--- config.mk ---
export PLATFORM = sky130hd
export DESIGN_NAME = immediate_fetcher
export DESIGN_NICKNAME = d
export VERILOG_FILES = /design/src/rtl/immediate_fetcher.sv
export SDC_FILE = /design/constraint.sdc
export NUM_CORES = 1
export LEC_CHECK = 0
export CAP_MARGIN = 25
export CORE_UTILIZATION = 59
export DETAILED_ROUTE_END_ITERATION = 12
export GPL_ROUTABILITY_DRIVEN = 0
export GPL_TIMING_DRIVEN = 0
export PLACE_DENSITY = 0.85
export SLEW_MARGIN = 5
export SYNTH_ARGS = -nofsm -noshare
export SYNTH_HDL_FRONTEND = slang
export SYNTH_SLANG_ARGS = --single-unit
export TNS_END_PERCENT = 50
--- constraint.sdc ---
create_clock -name clk -period 5.4 [get_ports clk]
set_clock_uncertainty 0.05 [all_clocks]
set_input_delay 1.62 -clock clk [delete_from_list [all_inputs] [get_ports clk]]
set_output_delay 1.62 -clock clk [all_outputs]
set_load 0.005 [all_outputs]
--- src/rtl/immediate_fetcher.sv ---
// Immediate fetcher: pops 0..MAX_BYTES bytes from an instruction-byte FIFO
// and assembles them into a little-endian immediate. The value is sign- or
// zero-extended, and the result is presented with a one-cycle complete pulse.
// Optional feature: define IMMEDIATE_FETCHER_STALL_COUNT_EN to add the
// stall_cycles output, which counts the cycles a fetch waited on an empty FIFO.
module immediate_fetcher #(
    parameter int MAX_BYTES = 4,
    parameter int CW        = $clog2(MAX_BYTES) + 1
) (
    input  logic                   clk,
    input  logic                   reset,
    input  logic                   start,
    input  logic [CW-1:0]          num_bytes,
    input  logic                   sign_extend,
    input  logic                   clear,
    output logic                   busy,
    output logic                   complete,
    output logic [8*MAX_BYTES-1:0] immediate,
    output logic                   fifo_rd_en,
    input  logic [7:0]             fifo_rd_data,
    input  logic                   fifo_empty
`ifdef IMMEDIATE_FETCHER_STALL_COUNT_EN
    ,
    output logic [7:0]             stall_cycles
`endif
);

    localparam int IW   = 8 * MAX_BYTES;
    localparam int IDXW = (IW > 1) ? $clog2(IW) : 1;

    typedef enum logic {IDLE = 1'b0, READ = 1'b1} state_t;

    state_t          state_r, state_s;
    logic [3:0]      len_r, requested_r, received_r;  // 4 bits hold 0..8 without wrap
    logic [3:0]      start_len_s;
    logic [7:0]      req_len_s;
    logic            pending_r;                       // a byte was popped last cycle
    logic            sx_r;
    logic            done_s;
    logic [IW-1:0]   data_r, data_s;
    logic            busy_r, complete_r;
    logic [IW-1:0]   immediate_r;

    // Keep the low len bytes and fill every byte above them with the sign (or zero).
    function automatic logic [IW-1:0] extend_value(input logic [IW-1:0] raw,
                                                   input logic [3:0]    len,
                                                   input logic          sx);
        logic [IW-1:0] res;
        logic          sign_bit;
        res      = {IW{1'b0}};
        sign_bit = 1'b0;
        if (len != 4'd0) begin
            sign_bit = raw[IDXW'(8 * int'(len) - 1)];
        end else begin
            sign_bit = 1'b0;
        end
        for (int i = 0; i < MAX_BYTES; i++) begin
            if (i < int'(len)) begin
                res[8*i +: 8] = raw[8*i +: 8];
            end else begin
                res[8*i +: 8] = {8{sx & sign_bit}};
            end
        end
        return res;
    endfunction

    // Clamp the requested length to MAX_BYTES.
    always_comb begin
        req_len_s = 8'(num_bytes);
        if (req_len_s > 8'(MAX_BYTES)) begin
            start_len_s = 4'(MAX_BYTES);
        end else begin
            start_len_s = req_len_s[3:0];
        end
    end

    // Merge the byte returned by the FIFO this cycle into the assembly buffer.
    always_comb begin
        data_s = data_r;
        if (pending_r) begin
            data_s[IDXW'(8 * int'(received_r)) +: 8] = fifo_rd_data;
        end else begin
            data_s = data_r;
        end
    end

    // Next-state logic, FIFO pop request and completion detect.
    always_comb begin
        state_s    = state_r;
        done_s     = 1'b0;
        fifo_rd_en = (state_r == READ) && !fifo_empty && (requested_r < len_r) && !clear;
        case (state_r)
            IDLE: begin
                if (start && !clear) begin
                    state_s = READ;
                end else begin
                    state_s = IDLE;
                end
            end
            READ: begin
                if (clear) begin
                    state_s = IDLE;
                end else if ((len_r == 4'd0) || (pending_r && ((received_r + 4'd1) == len_r))) begin
                    done_s  = 1'b1;
                    state_s = IDLE;
                end else begin
                    state_s = READ;
                end
            end
            default: begin
                state_s = IDLE;
            end
        endcase
    end

    // State, counters, assembly buffer and registered outputs.
    always_ff @(posedge clk or negedge reset) begin
        if (!reset) begin
            state_r     <= IDLE;
            len_r       <= 4'd0;
            requested_r <= 4'd0;
            received_r  <= 4'd0;
            pending_r   <= 1'b0;
            sx_r        <= 1'b0;
            data_r      <= {IW{1'b0}};
            busy_r      <= 1'b0;
            complete_r  <= 1'b0;
            immediate_r <= {IW{1'b0}};
        end else begin
            state_r    <= state_s;
            busy_r     <= (state_s == READ);
            complete_r <= done_s;
            if (done_s) begin
                immediate_r <= extend_value(data_s, len_r, sx_r);
            end else begin
                immediate_r <= immediate_r;
            end
            if (state_r == IDLE) begin
                pending_r <= 1'b0;
                if (start && !clear) begin
                    len_r       <= start_len_s;
                    sx_r        <= sign_extend;
                    requested_r <= 4'd0;
                    received_r  <= 4'd0;
                    data_r      <= {IW{1'b0}};
                end else begin
                    len_r <= len_r;
                end
            end else if (clear) begin
                // Abort: any byte in flight is dropped.
                pending_r   <= 1'b0;
                requested_r <= 4'd0;
                received_r  <= 4'd0;
            end else begin
                pending_r <= fifo_rd_en;
                data_r    <= data_s;
                if (fifo_rd_en) begin
                    requested_r <= requested_r + 4'd1;
                end else begin
                    requested_r <= requested_r;
                end
                if (pending_r) begin
                    received_r <= received_r + 4'd1;
                end else begin
                    received_r <= received_r;
                end
            end
        end
    end

    assign busy      = busy_r;
    assign complete  = complete_r;
    assign immediate = immediate_r;

`ifdef IMMEDIATE_FETCHER_STALL_COUNT_EN
    logic [7:0] stall_r;

    // Count cycles a fetch still needs bytes but the FIFO is empty; saturates at 255.
    always_ff @(posedge clk or negedge reset) begin
        if (!reset) begin
            stall_r <= 8'd0;
        end else if ((state_r == IDLE) && start && !clear) begin
            stall_r <= 8'd0;
        end else if ((state_r == READ) && fifo_empty && (requested_r < len_r) && (stall_r != 8'hFF)) begin
            stall_r <= stall_r + 8'd1;
        end else begin
            stall_r <= stall_r;
        end
    end

    assign stall_cycles = stall_r;
`endif

endmodule

==> tab_implementation.tex, run 1 <==
\begin{tabular}{lr}
\hline
Metric & Value \\
\hline
\multicolumn{2}{l}{\textbf{Run status}} \\
\quad Result of the run & complete, but fails checks \\
\quad Violated checks & design-rule violations \\
\multicolumn{2}{l}{\textbf{Final layout}} \\
\quad Diode insertion count for antenna repair & 0 \\
\quad Layout Area Growth over Synthesis & 20.4\% \\
\quad Multi-input logic area & 1820 µm² \\
\quad Post-layout net count & 482 \\
\quad Fill cells & 471 \\
\quad Register area & 1980 µm² \\
\quad Layout cell share with drive strength beyond 1 & 10.8\% \\
\multicolumn{2}{l}{\textbf{Yosys}} \\
\quad Sequential fraction of the synthesis area & 50.0\% \\
\quad Gate count after technology mapping & 398 \\
\quad \#FFs+latches synth & 79 \\
\quad Cell type with the largest total area after synthesis & sky130\_fd\_sc\_hd\_\_dfrtp\_1 \\
\quad Mapped cell area & 3960 µm² \\
\quad Synthesis warning total & 0 \\
\quad Count of flip-flops with a built-in enable after synthesis & 0 \\
\quad Proportion of netlist area held by the largest area contributor & 50.0\% \\
\quad Cell with the most instances after synthesis & sky130\_fd\_sc\_hd\_\_dfrtp\_1 \\
\quad Post-Synthesis Net Count & 423 \\
\quad Top area cells in the synthesized netlist & sky130\_fd\_sc\_hd\_\_dfrtp\_1, sky130\_fd\_sc\_hd\_\_a22o\_1, sky130\_fd\_sc\_hd\_\_nand2\_1 \\
\quad Share of flip-flops with an asynchronous set or reset & 100\% \\
\quad Count of different cell masters after synthesis & 50 \\
\quad Leading cell types by count after synthesis & sky130\_fd\_sc\_hd\_\_dfrtp\_1, sky130\_fd\_sc\_hd\_\_nand2\_1, sky130\_fd\_sc\_hd\_\_nor2\_1, sky130\_fd\_sc\_hd\_\_a22o\_1, sky130\_fd\_sc\_hd\_\_a31oi\_1 \\
\quad Mean instance size in the synthesized netlist & 9.94 µm² \\
\quad Ys flop type & sky130\_fd\_sc\_hd\_\_dfrtp\_1 \\
\multicolumn{2}{l}{\textbf{Clocking}} \\
\quad \# Post-CTS Setup Buffers & 0 \\
\quad Clk slew on worst S/H paths & 0.08 ns \\
\quad CTS max path bufs & 2 \\
\quad Clock tree from TritonCTS & yes \\
\quad Total clock buffers created by CTS & 9 \\
\quad Clock tree root driver cell & sky130\_fd\_sc\_hd\_\_clkbuf\_8 \\
\quad Clock latency reported for the late side of the worst-skew pair & 0.35 ns \\
\quad Count of hold buffers inserted by post-cts repair & 0 \\
\quad Post-cts resize count & 0 \\
\quad CTS Sinks & 79 \\
\quad Deepest level of the CTS H-tree & 3 \\
\multicolumn{2}{l}{\textbf{Placed design}} \\
\quad Estimated wirelength of the detail-placed design & 6.68 mm \\
\quad Port buffer count & 46 \\
\multicolumn{2}{l}{\textbf{Drt}} \\
\quad Number of violations reported at the end of detailed-routing iteration 0 & 216 \\
\quad Average wire per cell in the routed design & 17.2 µm \\
\quad Met3 wire length & 446 µm \\
\quad Residual DRC & 8 \\
\quad 1st-pass router iterations & 9 \\
\quad Vias after detailed routing & 3284 \\
\quad Total wirelength of the detailed-routed design & 9.24 mm \\
\quad Final antenna-violating net count & 0 \\
\quad Top routing layer used & met4 \\
\quad Length of routed met2 wiring & 4.50 mm \\
\quad Met1 layer wirelength in the final routing & 4.16 mm \\
\quad Ratio of routed vias to standard cells & 6.10 \\
\multicolumn{2}{l}{\textbf{Floorplanning}} \\
\quad Starting density of the core & 61.6\% \\
\quad Die outline area & 7040 µm² \\
\quad Core Footprint & 6420 µm² \\
\quad Die outline height & 83.9 µm \\
\quad X dimension of the die & 83.9 µm \\
\quad Placement Rows & 29 \\
\quad Number of ports placed on the die boundary & 52 \\
\multicolumn{2}{l}{\textbf{Power and ir drop}} \\
\quad Share of total power in sequential cells & 43.0\% \\
\quad Peak ir drop on the vdd network & 182 µV \\
\quad Portion of total power attributed to combinational logic & 30.6\% \\
\quad Power density over the cells & 388 nW/µm² \\
\quad Overall power consumption & 1850 µW \\
\quad Internal power consumption & 1310 µW \\
\quad Part of the power in the clock network & 26.4\% \\
\quad Switching power total & 536 µW \\
\quad Static power due to leakage & 0.00206 µW \\
\quad Sw Ratio & 29.0\% \\
\multicolumn{2}{l}{\textbf{Global route}} \\
\quad Global-route total usage across every layer & 27.9\% \\
\quad Number of global-route vias before repair & 3153 \\
\quad Global-route wire length before repair & 15.3 mm \\
\quad Sum of overflow across all layers after global routing & 0 \\
\quad Number of antenna violations at the first check in global routing & 0 \\
\quad Pin count of the biggest net entering global routing & 46 \\
\multicolumn{2}{l}{\textbf{Timing}} \\
\quad Portion of the clock cycle consumed by the worst path in the final layout & 97.9\% \\
\quad Total setup violations reported at the end of the flow & 0 \\
\quad Actual slew at the worst max-slew pin & 0.615 ns \\
\quad Final-report max-slew violation count & 0 \\
\quad Achievable frequency & 189 MHz \\
\quad Worst hold slack after final layout & 0.434 ns \\
\quad Total negative setup slack & 0 ns \\
\quad Tmin final & 5.29 ns \\
\quad Setup repair after global routing missed its margin & no \\
\quad Final hold vios & 0 \\
\quad Slew headroom & 58.6\% \\
\multicolumn{2}{l}{\textbf{Critical path}} \\
\quad Required arrival time at the worst endpoint & 3.73 ns \\
\quad Startpoint Class & input port \\
\quad Cell depth of the worst flop-to-flop path & 9 \\
\quad Maximum net fanout on the critical path & 7 \\
\quad Crit end category & primary output \\
\quad Arrival @ worst endpoint & 3.62 ns \\
\quad Setup Crit Path Kind & in -> out \\
\multicolumn{2}{l}{\textbf{Worst hold path}} \\
\quad Count of cells along the worst hold path & 2 \\
\quad Worst min-delay path class & reg -> reg \\
\multicolumn{2}{l}{\textbf{Job}} \\
\quad Max-cap violation count & 0 \\
\hline
\end{tabular}
==> final cells by class <==
| class | instances | share of cell area (%) |
|---|---|---|
| inverter | 6 | 0.473 |
| tap | 77 | 2.02 |
| timing repair buffer | 48 | 10.1 |
| clock buffer | 10 | 2.89 |
| multi-input combinational | 288 | 38.3 |
| buffer | 25 | 2.92 |
| sequential | 79 | 41.5 |
| clock inverter | 5 | 1.73 |
==> worst max-delay path: stages <==
cell and delay (ns):
sky130_fd_sc_hd__clkdlybuf4s50_1 0.49, sky130_fd_sc_hd__nand2b_1 0.25, sky130_fd_sc_hd__or4_1 0.49, sky130_fd_sc_hd__a21oi_4 0.23, sky130_fd_sc_hd__clkdlybuf4s50_1 0.54
==> power groups by stage <==
stage          Combinational (µW)  Clock [µW]  Sequential, µW
6_report                      566         489             795
5_1_grt                       613         510             814
4_1_cts                       564         490             796
3_3_place_gp                  544           0             803
2_1_floorplan                 230           0             812
3_5_place_dp                  561           0             809
==> flip-flops by register name, indices dropped and copies added, names as in the netlist, 3 cells and up <==
| register | count |
|---|---|
| data_r | 32 |
| immediate | 32 |
| len_r | 3 |
| received_r | 4 |
| requested_r | 4 |
==> through the flow <==
step           setup WS (ns)  std cells  area [µm²]  utilization [%]
4_1_cts               0.0612        537        4750             74.0
2_1_floorplan           1.24        398        3960                -
3_3_place_gp          0.0436        521        4510             70.3
6_report               0.113        538        4760             74.1
3_5_place_dp          0.0756        522        4530             70.5
5_1_grt              0.00811        538        4760             74.1
==> layout by cell type (no fill, tap or decap), types with 5 or more instances in the layout <==
cell / count
sky130_fd_sc_hd__nor2_1: 43
sky130_fd_sc_hd__a31oi_1: 32
sky130_fd_sc_hd__nand2b_1: 7
sky130_fd_sc_hd__a21oi_1: 5
sky130_fd_sc_hd__a22o_1: 33
sky130_fd_sc_hd__clkbuf_1: 11
sky130_fd_sc_hd__clkbuf_8: 10
sky130_fd_sc_hd__buf_2: 10
sky130_fd_sc_hd__inv_1: 5
sky130_fd_sc_hd__a32o_1: 9
sky130_fd_sc_hd__dfrtp_1: 79
sky130_fd_sc_hd__mux2_2: 7
sky130_fd_sc_hd__clkdlybuf4s50_1: 45
sky130_fd_sc_hd__o21ai_0: 13
sky130_fd_sc_hd__ha_1: 8
sky130_fd_sc_hd__nand3_1: 9
sky130_fd_sc_hd__nand2_1: 71
==> metal layers <==
metal | vias to the layer above | GRT usage (%)
li1 | 1562 | -
met3 | 14 | 4.06
met2 | 105 | 46.3
met5 | - | 0
met4 | 0 | 10.0
met1 | 1603 | 37.6
==> final timing paths <==
| kind | start | endpoint | slack, ns |
|---|---|---|---|
| worst max-delay path | clear | fifo_rd_en | 0.11 |
| worst min-delay path | data_r[25] | data_r[25] | 0.43 |
| worst max register to register | received_r[0] | immediate[9] | 2.72 |
| worst min register to register | data_r[25] | data_r[25] | 0.43 |
| max in group asynchronous | reset | len_r[2] | 3.55 |
| min in group asynchronous | reset | data_r[11] | 1.16 |
==> cell families (layout without fill, tap and decap cells) <==
logic type	after synthesis	in the layout	synth area share [%]
AO/OA/AOI/OAI	111	111	21.7
XOR/XNOR	5	5	1.11
adder cells (fa/ha/maj)	8	8	2.53
buffers and inverters	31	94	4.08
flip-flops	79	79	50.0
multiplexers	9	9	2.63
AND/OR/NAND/NOR	155	155	17.9
No activity file was read; power rests on OpenSTA's default activity.
==> run 2, diff against run 1 <==
--- a/config.mk
+++ b/config.mk
@@ -10,6 +10,7 @@
 export DETAILED_ROUTE_END_ITERATION = 12
 export GPL_ROUTABILITY_DRIVEN = 0
 export GPL_TIMING_DRIVEN = 0
+export HOLD_SLACK_MARGIN = 0.1
 export PLACE_DENSITY = 0.85
 export SLEW_MARGIN = 5
 export SYNTH_ARGS = -nofsm -noshare
==> results of run 2 <==
No change in the layout: final DEF, timing and power equal those of run 1.
==> run 3, diff against run 2 <==
--- a/config.mk
+++ b/config.mk
@@ -8,10 +8,9 @@
 export CAP_MARGIN = 25
 export CORE_UTILIZATION = 59
 export DETAILED_ROUTE_END_ITERATION = 12
-export GPL_ROUTABILITY_DRIVEN = 0
-export GPL_TIMING_DRIVEN = 0
 export HOLD_SLACK_MARGIN = 0.1
 export PLACE_DENSITY = 0.85
+export SKIP_CTS_REPAIR_TIMING = 1
 export SLEW_MARGIN = 5
 export SYNTH_ARGS = -nofsm -noshare
 export SYNTH_HDL_FRONTEND = slang
==> run 3 against run 2 <==
Compared with the run above: the run still ends with design-rule violations left; hold slack better by 0.0030 ns; count of clock-buffer cells in the layout down 1; flip-flop and latch count unchanged; wire length down 4.4%; sequential power up 0.5%; total power down 3.9%; clock power down 13%; core utilization down 1.6 points; first-iteration DRC count up 25%; fmax up 4.3%; register-to-register slack worse by 0.50 ns; cell count down 3.2%; largest power group unchanged.
==> tab_implementation.tex, run 3 (synthesis results as in run 1) <==
\begin{tabular}{lr}
\hline
Metric & Value \\
\hline
\multicolumn{2}{l}{\textbf{Timing}} \\
\quad Actual slew at the worst max-slew pin & 0.970 ns (+0.355 ns) \\
\quad Final-report max-slew violation count & 0 (unchanged) \\
\quad Total negative setup slack & 0 ns (unchanged) \\
\quad Worst hold slack after final layout & 0.437 ns (+0.00304 ns) \\
\quad Worst path setup slack after routing & 0.332 ns (+0.219 ns) \\
\quad Portion of the clock cycle consumed by the worst path in the final layout & 93.9\% (-4.1 points) \\
\quad Achievable frequency & 197 MHz (+4.3\%) \\
\quad Final hold vios & 0 (unchanged) \\
\quad Tmin final & 5.07 ns (-0.219 ns) \\
\quad Setup repair after global routing missed its margin & no \\
\quad Total setup violations reported at the end of the flow & 0 (unchanged) \\
\quad Slew headroom & 35.2\% (-23 points) \\
\multicolumn{2}{l}{\textbf{Drt}} \\
\quad Residual DRC & 8 (unchanged) \\
\quad Vias after detailed routing & 3238 (-1.4\%) \\
\quad 1st-pass router iterations & 9 (unchanged) \\
\quad Final antenna-violating net count & 0 (unchanged) \\
\quad Average wire per cell in the routed design & 17.0 µm (-1.3\%) \\
\quad Total wirelength of the detailed-routed design & 8.83 mm (-4.4\%) \\
\quad Number of violations reported at the end of detailed-routing iteration 0 & 270 (+25\%) \\
\quad Ratio of routed vias to standard cells & 6.21 (+1.8\%) \\
\multicolumn{2}{l}{\textbf{Clocking}} \\
\quad Clock tree root driver cell & sky130\_fd\_sc\_hd\_\_clkbuf\_8 \\
\quad CTS max path bufs & 2 (unchanged) \\
\quad Clk slew on worst S/H paths & 0.07 ns (about the same) \\
\quad Deepest level of the CTS H-tree & 3 (unchanged) \\
\quad Clock tree from TritonCTS & yes \\
\quad Clock latency reported for the late side of the worst-skew pair & 0.35 ns (about the same) \\
\quad CTS Sinks & 79 (unchanged) \\
\quad Total clock buffers created by CTS & 9 (unchanged) \\
\multicolumn{2}{l}{\textbf{Global route}} \\
\quad Number of global-route vias before repair & 3088 (-2.1\%) \\
\quad Global-route total usage across every layer & 27.4\% (-0.47 points) \\
\quad Pin count of the biggest net entering global routing & 80 (+74\%) \\
\quad Sum of overflow across all layers after global routing & 0 (unchanged) \\
\quad Number of antenna violations at the first check in global routing & 0 (unchanged) \\
\quad Global-route wire length before repair & 14.9 mm (-2.3\%) \\
\multicolumn{2}{l}{\textbf{Power and ir drop}} \\
\quad Power density over the cells & 381 nW/µm² (-1.9\%) \\
\quad Static power due to leakage & 0.00199 µW (-3.3\%) \\
\quad Overall power consumption & 1780 µW (-3.9\%) \\
\quad Peak ir drop on the vdd network & 196 µV (+7.3\%) \\
\multicolumn{2}{l}{\textbf{Critical path}} \\
\quad Crit end category & primary output \\
\quad Critical-path top delay cell & sky130\_fd\_sc\_hd\_\_clkdlybuf4s50\_1 \\
\quad Cell type with the highest occurrence count on the critical path & sky130\_fd\_sc\_hd\_\_clkdlybuf4s50\_1 \\
\quad Worst-path cell chain & clkdlybuf4s50\_1, nand2b\_1, or4\_1, a21oi\_2, clkdlybuf4s50\_1 \\
\quad Startpoint Class & input port \\
\quad Arrival @ worst endpoint & 3.40 ns (-0.22 ns) \\
\quad Maximum net fanout on the critical path & 6 (-1) \\
\quad Setup Crit Path Kind & in -> out \\
\quad Delay of the slowest critical-path stage & 0.51 ns (-0.03 ns) \\
\quad Required arrival time at the worst endpoint & 3.73 ns (about the same) \\
\multicolumn{2}{l}{\textbf{Floorplanning}} \\
\quad X dimension of the die & 83.9 µm (unchanged) \\
\quad Starting density of the core & 61.6\% (unchanged) \\
\quad Number of ports placed on the die boundary & 52 (unchanged) \\
\quad Die outline area & 7040 µm² (unchanged) \\
\quad Placement Rows & 29 (unchanged) \\
\quad Die outline height & 83.9 µm (unchanged) \\
\quad Core Footprint & 6420 µm² (unchanged) \\
\multicolumn{2}{l}{\textbf{Job}} \\
\quad Max-cap violation count & 0 (unchanged) \\
\multicolumn{2}{l}{\textbf{Final layout}} \\
\quad Fill cells & 494 (+4.9\%) \\
\quad Post-layout net count & 465 (-3.5\%) \\
\quad Layout Area Growth over Synthesis & 17.9\% \\
\quad Layout Utilization & 72.6\% (-1.6 points) \\
\quad Layout cell share with drive strength beyond 1 & 8.78\% (-2.1 points) \\
\quad Commonest non-fill, non-tap cell in the layout & sky130\_fd\_sc\_hd\_\_dfrtp\_1 \\
\quad Diode insertion count for antenna repair & 0 (unchanged) \\
\quad Most frequent cells in the layout & sky130\_fd\_sc\_hd\_\_dfrtp\_1, sky130\_fd\_sc\_hd\_\_nand2\_1, sky130\_fd\_sc\_hd\_\_clkdlybuf4s50\_1 \\
\multicolumn{2}{l}{\textbf{Placed design}} \\
\quad Placer's final routability congestion estimate & 0.919 \\
\quad Estimated wirelength of the detail-placed design & 6.08 mm (-9.0\%) \\
\quad Port buffer count & 51 (+11\%) \\
\quad Setup slack at placement & 0.338 ns (+0.263 ns) \\
\multicolumn{2}{l}{\textbf{Worst hold path}} \\
\quad Worst min-delay path class & reg -> reg \\
\multicolumn{2}{l}{\textbf{Run status}} \\
\quad Result of the run & complete, but fails checks \\
\quad Violated checks & design-rule violations \\
\hline
\end{tabular}
run 3: report_power, final:
group,switching [µW],leakage [µW],internal [µW],total [µW]
sequential,78.8,0.00104,720,799
clock,214,0.0000988,210,424
combinational,232,0.000855,322,554
run 3: per-stage QoR:
step	cells	cell area [µm²]
after global routing	521	4660
after CTS	519	4630
final	521	4660
after global placement	504	4440
after floorplan	398	3960
after detailed placement	504	4440
run 3: worst max-delay path, delay by kind of cell:
family	cells	cell delay (ns)
buffers and inverters	2	0.99
AND/OR/NAND/NOR	2	0.64
AO/OA/AOI/OAI	1	0.15
run 3: cell type report:
type / count / area, µm² / area share [%]
tap: 77 / 96.3 / 2.07
clock buffer: 9 / 124 / 2.66
inverter: 6 / 22.5 / 0.483
clock inverter: 6 / 62.6 / 1.34
sequential: 79 / 1980 / 42.4
multi-input combinational: 288 / 1820 / 39.0
timing repair buffer: 56 / 563 / 12.1
run 3: path summary, 6_finish.rpt:
path	startpoint	depth (start not counted)	to	slack [ns]
worst max-delay path	clear	5	fifo_rd_en	0.33
worst min-delay path	data_r[24]	2	data_r[24]	0.44
worst max register to register	received_r[0]	7	immediate[0]	2.22
worst min register to register	data_r[24]	2	data_r[24]	0.44
max in group asynchronous	reset	2	data_r[24]	3.59
min in group asynchronous	reset	1	complete	1.13
run 3: per-layer routing:
layer / up-vias / track usage (%) / share of wire, %
met5: - / 0 / 0
met4: 0 / 11.6 / 2.0
met3: 15 / 5.24 / 5.5
met2: 109 / 45.1 / 48
met1: 1589 / 35.8 / 44
li1: 1525 / - / -
